### config.mk
export PLATFORM = sky130hd
export DESIGN_NAME = host_mem_bridge
export DESIGN_NICKNAME = d
export VERILOG_FILES = /design/src/rtl/host_mem_bridge.sv
export SDC_FILE = /design/constraint.sdc
export NUM_CORES = 1
export LEC_CHECK = 0
export ABC_CLOCK_PERIOD_IN_PS = 3200
export CORE_ASPECT_RATIO = 0.8
export CORE_MARGIN = 2
export CORE_UTILIZATION = 35
export CTS_BUF_LIST = sky130_fd_sc_hd__clkbuf_8
export CTS_CLUSTER_SIZE = 8
export DETAILED_ROUTE_END_ITERATION = 10
export PLACE_DENSITY = 0.59
export SLEW_MARGIN = 20
export SYNTH_ARGS = -nofsm -noshare
export SYNTH_HDL_FRONTEND = slang
export SYNTH_SLANG_ARGS = --single-unit
export TNS_END_PERCENT = 20
### constraint.sdc
create_clock -name clk_i -period 3.2 [get_ports clk_i]
set_clock_uncertainty 0.05 [all_clocks]
set_input_delay 0.32 -clock clk_i [delete_from_list [all_inputs] [get_ports clk_i]]
set_output_delay 0.32 -clock clk_i [all_outputs]
set_load 0.1 [all_outputs]
### src/rtl/host_mem_bridge.sv
// host_mem_bridge: SPI byte-stream command decoder that loads, reads back
// and runs the CPU through the multi-bank RAM write/read ports.
//
// Ports:
//   clk_i, rst_n_i      clock, asynchronous active-low reset
//   dc_i                0 = command byte, 1 = data byte
//   byte_vld_i          one-cycle strobe for byte_data_i
//   byte_data_i         received byte
//   cpu_rst_n_o         CPU reset (0 = held)
//   rd_sel_o, wr_sel_o  one-hot bank selects
//   addr_o              byte address, zero-extended from 8*ADDR_BYTES bits
//   wr_data_o           received byte replicated on every lane
//   wr_byte_en_o        one-hot lane write pulse
//   err_o               one-cycle pulse on a rejected command
//   chk_o               write checksum
//
// Optional feature macro: HOST_MEM_BRIDGE_CHECKSUM_EN
//   defined   : chk_o is the 8-bit sum of bytes written since the last WRITE
//   undefined : chk_o is tied to zero
module host_mem_bridge #(
    parameter int XLEN       = 32,
    parameter int NBANK      = 2,
    parameter int ADDR_BYTES = 3
) (
    input  logic              clk_i,
    input  logic              rst_n_i,
    input  logic              dc_i,
    input  logic              byte_vld_i,
    input  logic [7:0]        byte_data_i,
    output logic              cpu_rst_n_o,
    output logic [NBANK-1:0]  rd_sel_o,
    output logic [NBANK-1:0]  wr_sel_o,
    output logic [XLEN-1:0]   addr_o,
    output logic [XLEN-1:0]   wr_data_o,
    output logic [XLEN/8-1:0] wr_byte_en_o,
    output logic              err_o,
    output logic [7:0]        chk_o
);

    localparam int LANES = XLEN / 8;
    localparam int LW    = (LANES > 1) ? $clog2(LANES) : 1;
    localparam int AW    = 8 * ADDR_BYTES;
    localparam int CW    = $clog2(ADDR_BYTES + 1);

    localparam logic [1:0] ST_IDLE = 2'd0;
    localparam logic [1:0] ST_ADDR = 2'd1;
    localparam logic [1:0] ST_WR   = 2'd2;
    localparam logic [1:0] ST_RD   = 2'd3;

    localparam logic [3:0] OP_HOLD  = 4'h1;
    localparam logic [3:0] OP_RUN   = 4'h2;
    localparam logic [3:0] OP_SETA  = 4'h3;
    localparam logic [3:0] OP_WRITE = 4'h4;
    localparam logic [3:0] OP_READ  = 4'h5;

    logic [1:0]       state;
    logic [AW-1:0]    addr;
    logic [AW-1:0]    abuf;
    logic [AW-1:0]    abuf_nxt;
    logic [AW-1:0]    addr_inc;
    logic [AW-1:0]    wr_addr;
    logic [CW-1:0]    cnt;
    logic             pend;
    logic             cmd;
    logic             dat;
    logic [3:0]       op;
    logic [3:0]       bank;
    logic             bank_ok;
    logic [NBANK-1:0] bank_oh;
    logic             wr_ok;
    logic             rd_ok;

    function automatic logic [LANES-1:0] lane_oh(input logic [AW-1:0] a);
        logic [LANES-1:0] v;
        v = '0;
        for (int i = 0; i < LANES; i++) begin
            if (LANES == 1 || int'(a[LW-1:0]) == i) begin
                v[i] = 1'b1;
            end
        end
        return v;
    endfunction

    always_comb begin
        cmd      = byte_vld_i & ~dc_i;
        dat      = byte_vld_i & dc_i;
        op       = byte_data_i[7:4];
        bank     = byte_data_i[3:0];
        bank_ok  = int'(bank) < NBANK;
        bank_oh  = '0;
        for (int i = 0; i < NBANK; i++) begin
            bank_oh[i] = (bank == 4'(i));
        end
        // Memory access is only granted while the CPU is held.
        wr_ok    = (op == OP_WRITE) && bank_ok && !cpu_rst_n_o;
        rd_ok    = (op == OP_READ) && bank_ok && !cpu_rst_n_o;
        addr_inc = addr + AW'(1);
        // A write pulse issued last cycle still owes its increment.
        wr_addr  = pend ? addr_inc : addr;
        abuf_nxt = abuf;
        if (int'(cnt) < ADDR_BYTES) begin
            abuf_nxt[8*int'(cnt) +: 8] = byte_data_i;
        end
    end

    always_ff @(posedge clk_i or negedge rst_n_i) begin
        if (!rst_n_i) begin
            state        <= ST_IDLE;
            addr         <= '0;
            abuf         <= '0;
            cnt          <= '0;
            pend         <= 1'b0;
            cpu_rst_n_o  <= 1'b0;
            rd_sel_o     <= '0;
            wr_sel_o     <= '0;
            wr_data_o    <= '0;
            wr_byte_en_o <= '0;
            err_o        <= 1'b0;
        end else begin
            err_o        <= 1'b0;
            wr_byte_en_o <= '0;
            if (cmd) begin
                if (pend) begin
                    addr <= addr_inc;
                end
                pend     <= 1'b0;
                cnt      <= '0;
                rd_sel_o <= '0;
                wr_sel_o <= '0;
                state    <= ST_IDLE;
                case (op)
                    OP_HOLD: cpu_rst_n_o <= 1'b0;
                    OP_RUN:  cpu_rst_n_o <= 1'b1;
                    OP_SETA: state <= ST_ADDR;
                    OP_WRITE: begin
                        if (wr_ok) begin
                            wr_sel_o <= bank_oh;
                            state    <= ST_WR;
                        end else begin
                            err_o <= 1'b1;
                        end
                    end
                    OP_READ: begin
                        if (rd_ok) begin
                            rd_sel_o <= bank_oh;
                            state    <= ST_RD;
                        end else begin
                            err_o <= 1'b1;
                        end
                    end
                    default: err_o <= 1'b1;
                endcase
            end else if (dat) begin
                case (state)
                    ST_ADDR: begin
                        abuf <= abuf_nxt;
                        cnt  <= cnt + CW'(1);
                        if (int'(cnt) == ADDR_BYTES - 1) begin
                            addr  <= abuf_nxt;
                            state <= ST_IDLE;
                        end
                    end
                    ST_WR: begin
                        addr         <= wr_addr;
                        wr_byte_en_o <= lane_oh(wr_addr);
                        wr_data_o    <= {LANES{byte_data_i}};
                        pend         <= 1'b1;
                    end
                    ST_RD: addr <= addr_inc;
                    default: ;
                endcase
            end else if (pend) begin
                addr <= addr_inc;
                pend <= 1'b0;
            end
        end
    end

    assign addr_o = XLEN'(addr);

`ifdef HOST_MEM_BRIDGE_CHECKSUM_EN
    logic [7:0] chk;

    always_ff @(posedge clk_i or negedge rst_n_i) begin
        if (!rst_n_i) begin
            chk <= 8'h00;
        end else if (cmd && wr_ok) begin
            chk <= 8'h00;
        end else if (dat && state == ST_WR) begin
            chk <= chk + byte_data_i;
        end
    end

    assign chk_o = chk;
`else
    assign chk_o = 8'h00;
`endif

endmodule

==> results of run 1 <==
==> sequential cells by signal, indices dropped and copies added (netlist names), 2 cells and up <==
register and flops:
abuf 24, addr 24, wr_data_o 8, wr_byte_en_o 4
cnt 2, rd_sel_o 2, state 2, wr_sel_o 2
==> metal layers <==
layer / track usage, % / up-vias
met2: 28.7 / 119
li1: - / 1663
met3: 4.17 / 12
met4: 5.33 / 0
met1: 25.7 / 1797
met5: 0 / -
==> cell usage after synthesis (5+ instances only) <==
cell      count
buf_4        40
nor3_1        6
nand2b_1      5
clkbuf_1     27
o21ai_0      30
dfrtp_1      71
a21oi_1      22
nor2_1       19
nand3b_1      5
and3_1        8
o211ai_1      5
ha_1          7
nand2_1      40
a22oi_1      18
a22o_1       30
nand3_1      15
mux2_2        9
inv_1         5
==> final timing paths <==
check	end	slack, ps
setup / recovery	abuf[23]$_DFFE_PN0P_	670
hold / removal	wr_byte_en_o[1]$_DFF_PN0_	20
setup reg to reg	abuf[23]$_DFFE_PN0P_	670
hold reg to reg	rd_sel_o[0]$_DFFE_PN0P_	430
max in group asynchronous	abuf[23]$_DFFE_PN0P_	2380
min in group clk_i	rd_sel_o[0]$_DFFE_PN0P_	430
==> kinds of logic (layout without fill, tap and decap cells) <==
group | after synthesis | count (layout) | synth area share (%)
AOI/OAI and AO/OA | 140 | 140 | 23.4
adders and majority gates | 7 | 7 | 2.09
xor gates and xnor gates | 3 | 3 | 0.628
and+or+nand+nor | 134 | 134 | 18.0
other | 1 | 16 | 0.0896
muxes | 10 | 10 | 2.66
buffers and inverters | 78 | 105 | 10.7
DFF | 71 | 71 | 42.5
==> metrics by stage <==
stage               hold WS (ps)  setup WS [ps]  utilization, %
finish                      21.9            669            43.0
global route                96.1            477            43.0
CTS                         52.2            719            43.0
detailed placement           421            655            41.2
global placement             415            755            41.2
floorplan                  -25.6            615               -
==> critical path, delay by kind of cell, from the launching register on <==
family                   cells  cell delay (ps)
AND/OR/NAND/NOR              3             1070
buffers and inverters        1              160
AO/OA/AOI/OAI                1              200
flip-flops                   1              570
adder cells (fa/ha/maj)      1              400
==> layout make-up <==
cell class | count | area (um^2) | area share [%]
clock buffers | 12 | 165 | 3.31
flip-flops and latches | 71 | 1780 | 35.6
clock inverters | 4 | 43.8 | 0.878
inverters | 5 | 18.8 | 0.376
multi-input cells | 310 | 2020 | 40.4
repair buffers | 84 | 781 | 15.7
well taps | 148 | 185 | 3.71
==> where the power goes <==
group | switching (W) | internal [W] | leakage (nW)
Sequential | 0.0000767 | 0.000949 | 0.960
Combinational | 0.000533 | 0.000172 | 1.06
Clock | 0.000352 | 0.000419 | 0.114
Total | 0.000962 | 0.00154 | 2.13
==> flow_summary_export.csv, run 1 <==
group,metric,value,unit
run_status,run_status,"completed",
detailed_routing,wl,11.7,mm
setup_path,startpoint,"cnt[0]$_DFFE_PN0P_",
global_route,grt_antenna_before_repair,0,
setup_path,reg2reg_depth,6,
timing,tightest_slew,984,ps
timing,setup_viol,0,
detailed_routing,wl_met1,5.42,mm
floorplan,dieHeight,102,um
floorplan,fp.coreArea,11600,um^2
cells_and_area,nets,500,
place,place_congestion,0.860,
power,ir_drop,0.180,mV
timing,slew_headroom,34.2,%
cells_and_area,area_growth,19.2,%
timing,rsz0062_at_grt,"false",
power,powerDensity,502,nW/um^2
detailed_routing,dr_wl_met3,633,um
detailed_routing,top_layer,"met4",
detailed_routing,drc,0,
detailed_routing,vias,3591,
clock_tree,cts_resized,0,
floorplan,rows,35,
timing,hold_viol,0,
setup_path,rr_startpoint,"cnt[0]$_DFFE_PN0P_",
detailed_routing,dr.first_iter.drc_count,307,
floorplan,die-area,12900,um^2
setup_path,critPathMaxStageDelay,570,ps
place,dp.cells,618,
worst_hold_path,worstHoldPathType,"primary input to async pin",
floorplan,die_w,126,um
yosys,synth_edf_count,0,
timing,fmax,395,MHz
yosys,ys_warn_count,0,
yosys,synthFlopType,"dfrtp_1",
setup_path,start_kind,"register",
cells_and_area,final_area,4990,um^2
cells_and_area,final_common_cell,"dfrtp_1",
setup_path,worstPathRequired,3440,ps
yosys,synth_area,4180,um^2
global_route,first_global_vias,3318,
timing,min_period,2530,ps
clock_tree,cts_tree,"done",
detailed_routing,firstDrtPassIters,5,
detailed_routing,dr_wl_met2,5.45,mm
power,power,0.00250,W
setup_path,cp_cell_sequence,"inv_1 -> ha_1 -> nor2b_1 -> nor3b_2 -> and2_1 -> a22o_1",
detailed_routing,drtAntennaViolNets,0,
clock_tree,path_clk_slew,80,ps
yosys,yosys.area.top_type,"dfrtp_1",
yosys,ys_seq_area_share,42.5,%
yosys,post_synth.cell_area_avg,9.42,um^2
clock_tree,cts_inserted_buffers,9,
timing,slew_viol_final,0,
cells_and_area,drive_gt1_share,12.3,%
setup_path,crit_type,"register to register",
clock_tree,cts_hold_buf,0,
global_route,overflow,0,
floorplan,initial_core_util,36.1,%
clock_tree,worstSkewPairLatency,360,ps
yosys,yosysUniqueCellTypes,62,
global_route,track_usage,18.3,%
global_route,grt_pass1_wl,18.4,mm
timing,fin_crit_sh,79.1,%
power,p_leak,2.13,nW
detailed_routing,via_per_inst,5.66,
cells_and_area,fillCellCount,1124,
setup_path,cp.arrival,2770,ps
job,cap_violations,0,
detailed_routing,wl_per_cell,18.4,um
global_route,grt_max_degree,37,
clock_tree,root_buffer,"clkbuf_8",
timing,fin_tns_setup,0,ps
yosys,synth_top_area_share,42.5,%
clock_tree,htree_levels,3,
cells_and_area,antenna_cells,0,
place,place_area,4780,um^2
yosys,synth_seq_cells,71,
clock_tree,cts_max_path_buffers,2,
yosys,postSynthCellCount,444,
clock_tree,cts_setup_buffers,0,
clock_tree,cts_sinks,71,
setup_path,critPathCaptureType,"register",
yosys,synthTopCellsByArea,"dfrtp_1 (42%), buf_4 (7.2%), a22o_1 (6.3%)",
cells_and_area,instances_no_fill,634,
place,port_buffers,77,
setup_path,crit_fanout,9,
setup_path,crit_path_top_delay_cell,"dfrtp_1",
yosys,synthArstFlopShare,100,%
place,hpwl,8.36,mm
cells_and_area,mostFrequentLayoutCells,"dfrtp_1 (71), clkdlybuf4s50_1 (56), nand2_1 (40)",
floorplan,io_pins,94,
(Power assumes the default switching activity.)
==> run 2: changes to the inputs <==
Settings changed: ABC_CLOCK_PERIOD_IN_PS 3200 to 2400.
Clock period 3.2 ns to 2.4 ns, I/O delays scaled along.
==> flow_summary_export.csv, run 2 (synthesis gave the netlist of run 1 again) <==
group,metric,value,unit
place,place_area,4860,um^2
floorplan,die_w,126,um
power,powerDensity,666,nW/um^2
clock_tree,cts_setup_buffers,0,
detailed_routing,firstDrtPassIters,5,
setup_path,cp_top_family,"simple AND/OR/NAND/NOR gates",
cells_and_area,antenna_cells,0,
place,pre_cts_ws,185,ps
setup_path,critPathCaptureType,"register",
detailed_routing,drtAntennaViolNets,0,
timing,fin_tns_setup,0,ps
place,hpwl,8.78,mm
global_route,grt_antenna_before_repair,0,
place,port_buffers,77,
floorplan,die-area,12900,um^2
cells_and_area,mostFrequentLayoutCells,"buf_4 (97), dfrtp_1 (62), nand2_1 (40)",
floorplan,dieHeight,102,um
cells_and_area,final_common_cell,"buf_4",
detailed_routing,wl_per_cell,18.2,um
timing,min_period,2270,ps
timing,fmax,440,MHz
timing,setup_viol,0,
cells_and_area,drive_gt1_share,27.3,%
detailed_routing,dr.first_iter.drc_count,334,
setup_path,crit_path_top_delay_cell,"dfrtp_1",
timing,rsz0062_at_grt,"false",
clock_tree,htree_levels,3,
cells_and_area,area_growth,21.4,%
setup_path,startpoint,"cnt[1]$_DFFE_PN0P_",
place,place_congestion,0.854,
worst_hold_path,worstHoldPathType,"primary input to async pin",
run_status,run_status,"completed",
clock_tree,root_buffer,"clkbuf_8",
global_route,grt_pass1_wl,19.6,mm
setup_path,start_kind,"register",
setup_path,rr_startpoint,"cnt[1]$_DFFE_PN0P_",
job,cap_violations,0,
clock_tree,cts_max_path_buffers,2,
timing,tightest_slew,609,ps
setup_path,critPathMaxStageDelay,420,ps
global_route,grt_max_degree,72,
floorplan,fp.coreArea,11600,um^2
detailed_routing,drc,0,
setup_path,cp.arrival,2520,ps
cells_and_area,nets,526,
clock_tree,worstSkewPairLatency,360,ps
setup_path,cp_cell_sequence,"inv_1 -> ha_1 -> nor2b_1 -> and3_1 -> and2_1 -> a22o_1",
setup_path,crit_type,"register to register",
detailed_routing,wl,12.0,mm
setup_path,worstPathRequired,2650,ps
cells_and_area,fillCellCount,1154,
timing,slew_viol_final,0,
global_route,first_global_vias,3509,
clock_tree,cts_tree,"done",
timing,fin_crit_sh,94.6,%
floorplan,io_pins,94,
detailed_routing,vias,3699,
power,ir_drop,0.340,mV
cells_and_area,final_area,5080,um^2
clock_tree,cts_sinks,71,
clock_tree,cts_inserted_buffers,9,
setup_path,crit_fanout,9,
floorplan,rows,35,
clock_tree,path_clk_slew,90,ps
global_route,track_usage,19.4,%
timing,worst_slack,129,ps
cells_and_area,reg_top3,"abuf (24), addr (24), wr_data_o (8)",
detailed_routing,via_per_inst,5.60,
floorplan,initial_core_util,36.1,%
timing,slew_headroom,59.4,%
setup_path,crit_buf_inv,1,
power,p_leak,2.33,nW
timing,hold_viol,0,
global_route,overflow,0,
run 2: cell types whose count changed in the layout (fill, tap and decap cells not counted), sizes merged:
cell | before | now
buf | 28 | 99
clkbuf | 12 | 10
dlygate4sd3 | 0 | 1
inv | 6 | 8
clkdlybuf4s50 | 56 | 10
run 2: path summary, 6_finish.rpt:
check	endpoint	slack (ps)	depth (start not counted)
min in group clk_i	rd_sel_o[0]$_DFFE_PN0P_	440	2
hold / removal	wr_byte_en_o[3]$_DFF_PN0_	380	3
max in group asynchronous	addr[10]$_DFFE_PN0P_	1590	3
setup reg to reg	abuf[8]$_DFFE_PN0P_	130	6
hold reg to reg	rd_sel_o[0]$_DFFE_PN0P_	440	2
setup / recovery	abuf[8]$_DFFE_PN0P_	130	6
run 2: metal layers:
metal	share of wire [%]	vias up	GRT usage [%]
met4	1.9	0	5.75
met1	48	1830	28.7
met2	45	140	28.7
met3	5.3	15	4.23
met5	0	-	0
li1	-	1714	-
run 2: final cells by class:
type / instances / area (um^2) / share of cell area [%]
clock buffer: 10 / 138 / 2.71
clock inverter: 6 / 68.8 / 1.36
inverter: 5 / 18.8 / 0.370
multi-input combinational: 310 / 2020 / 39.7
sequential: 71 / 1790 / 35.2
tap: 148 / 185 / 3.65
timing repair buffer: 110 / 863 / 17.0
run 2: per-stage QoR:
stage               util (%)  power, W  instances  hold WS (ps)
floorplan                  -   0.00213        459          -106
global placement        41.9   0.00236        643           252
detailed placement      41.9   0.00237        643           253
CTS                     43.8   0.00340        660           399
global route            43.8   0.00353        660           439
finish                  43.8   0.00338        660           382
run 2: what timing repair did:
action | 4_1_cts | 5_1_grt
hold buffers | 1 | 0
resized for setup | 0 | 0
hold endpoints to repair | 71 | 0
run 2: power breakdown:
part | internal (W) | total [W] | leakage, nW | switching [W]
Combinational | 0.000257 | 0.000986 | 1.27 | 0.000729
Sequential | 0.00127 | 0.00137 | 0.946 | 0.000102
Clock | 0.000516 | 0.00103 | 0.109 | 0.000513
Total | 0.00204 | 0.00338 | 2.33 | 0.00134
run 2: worst register-to-register path: cells and delay by family (launching register included):
family,cells,cell delay (ps)
buffers and inverters,1,120
adder cells (fa/ha/maj),1,370
AND/OR/NAND/NOR,3,1060
flip-flops,1,420
AO/OA/AOI/OAI,1,200
==> run 3: changes to the inputs <==
Settings changed: CAP_MARGIN from default to 40.
==> results of run 3 <==
Final layout, timing and power as in run 2 (identical DEF).
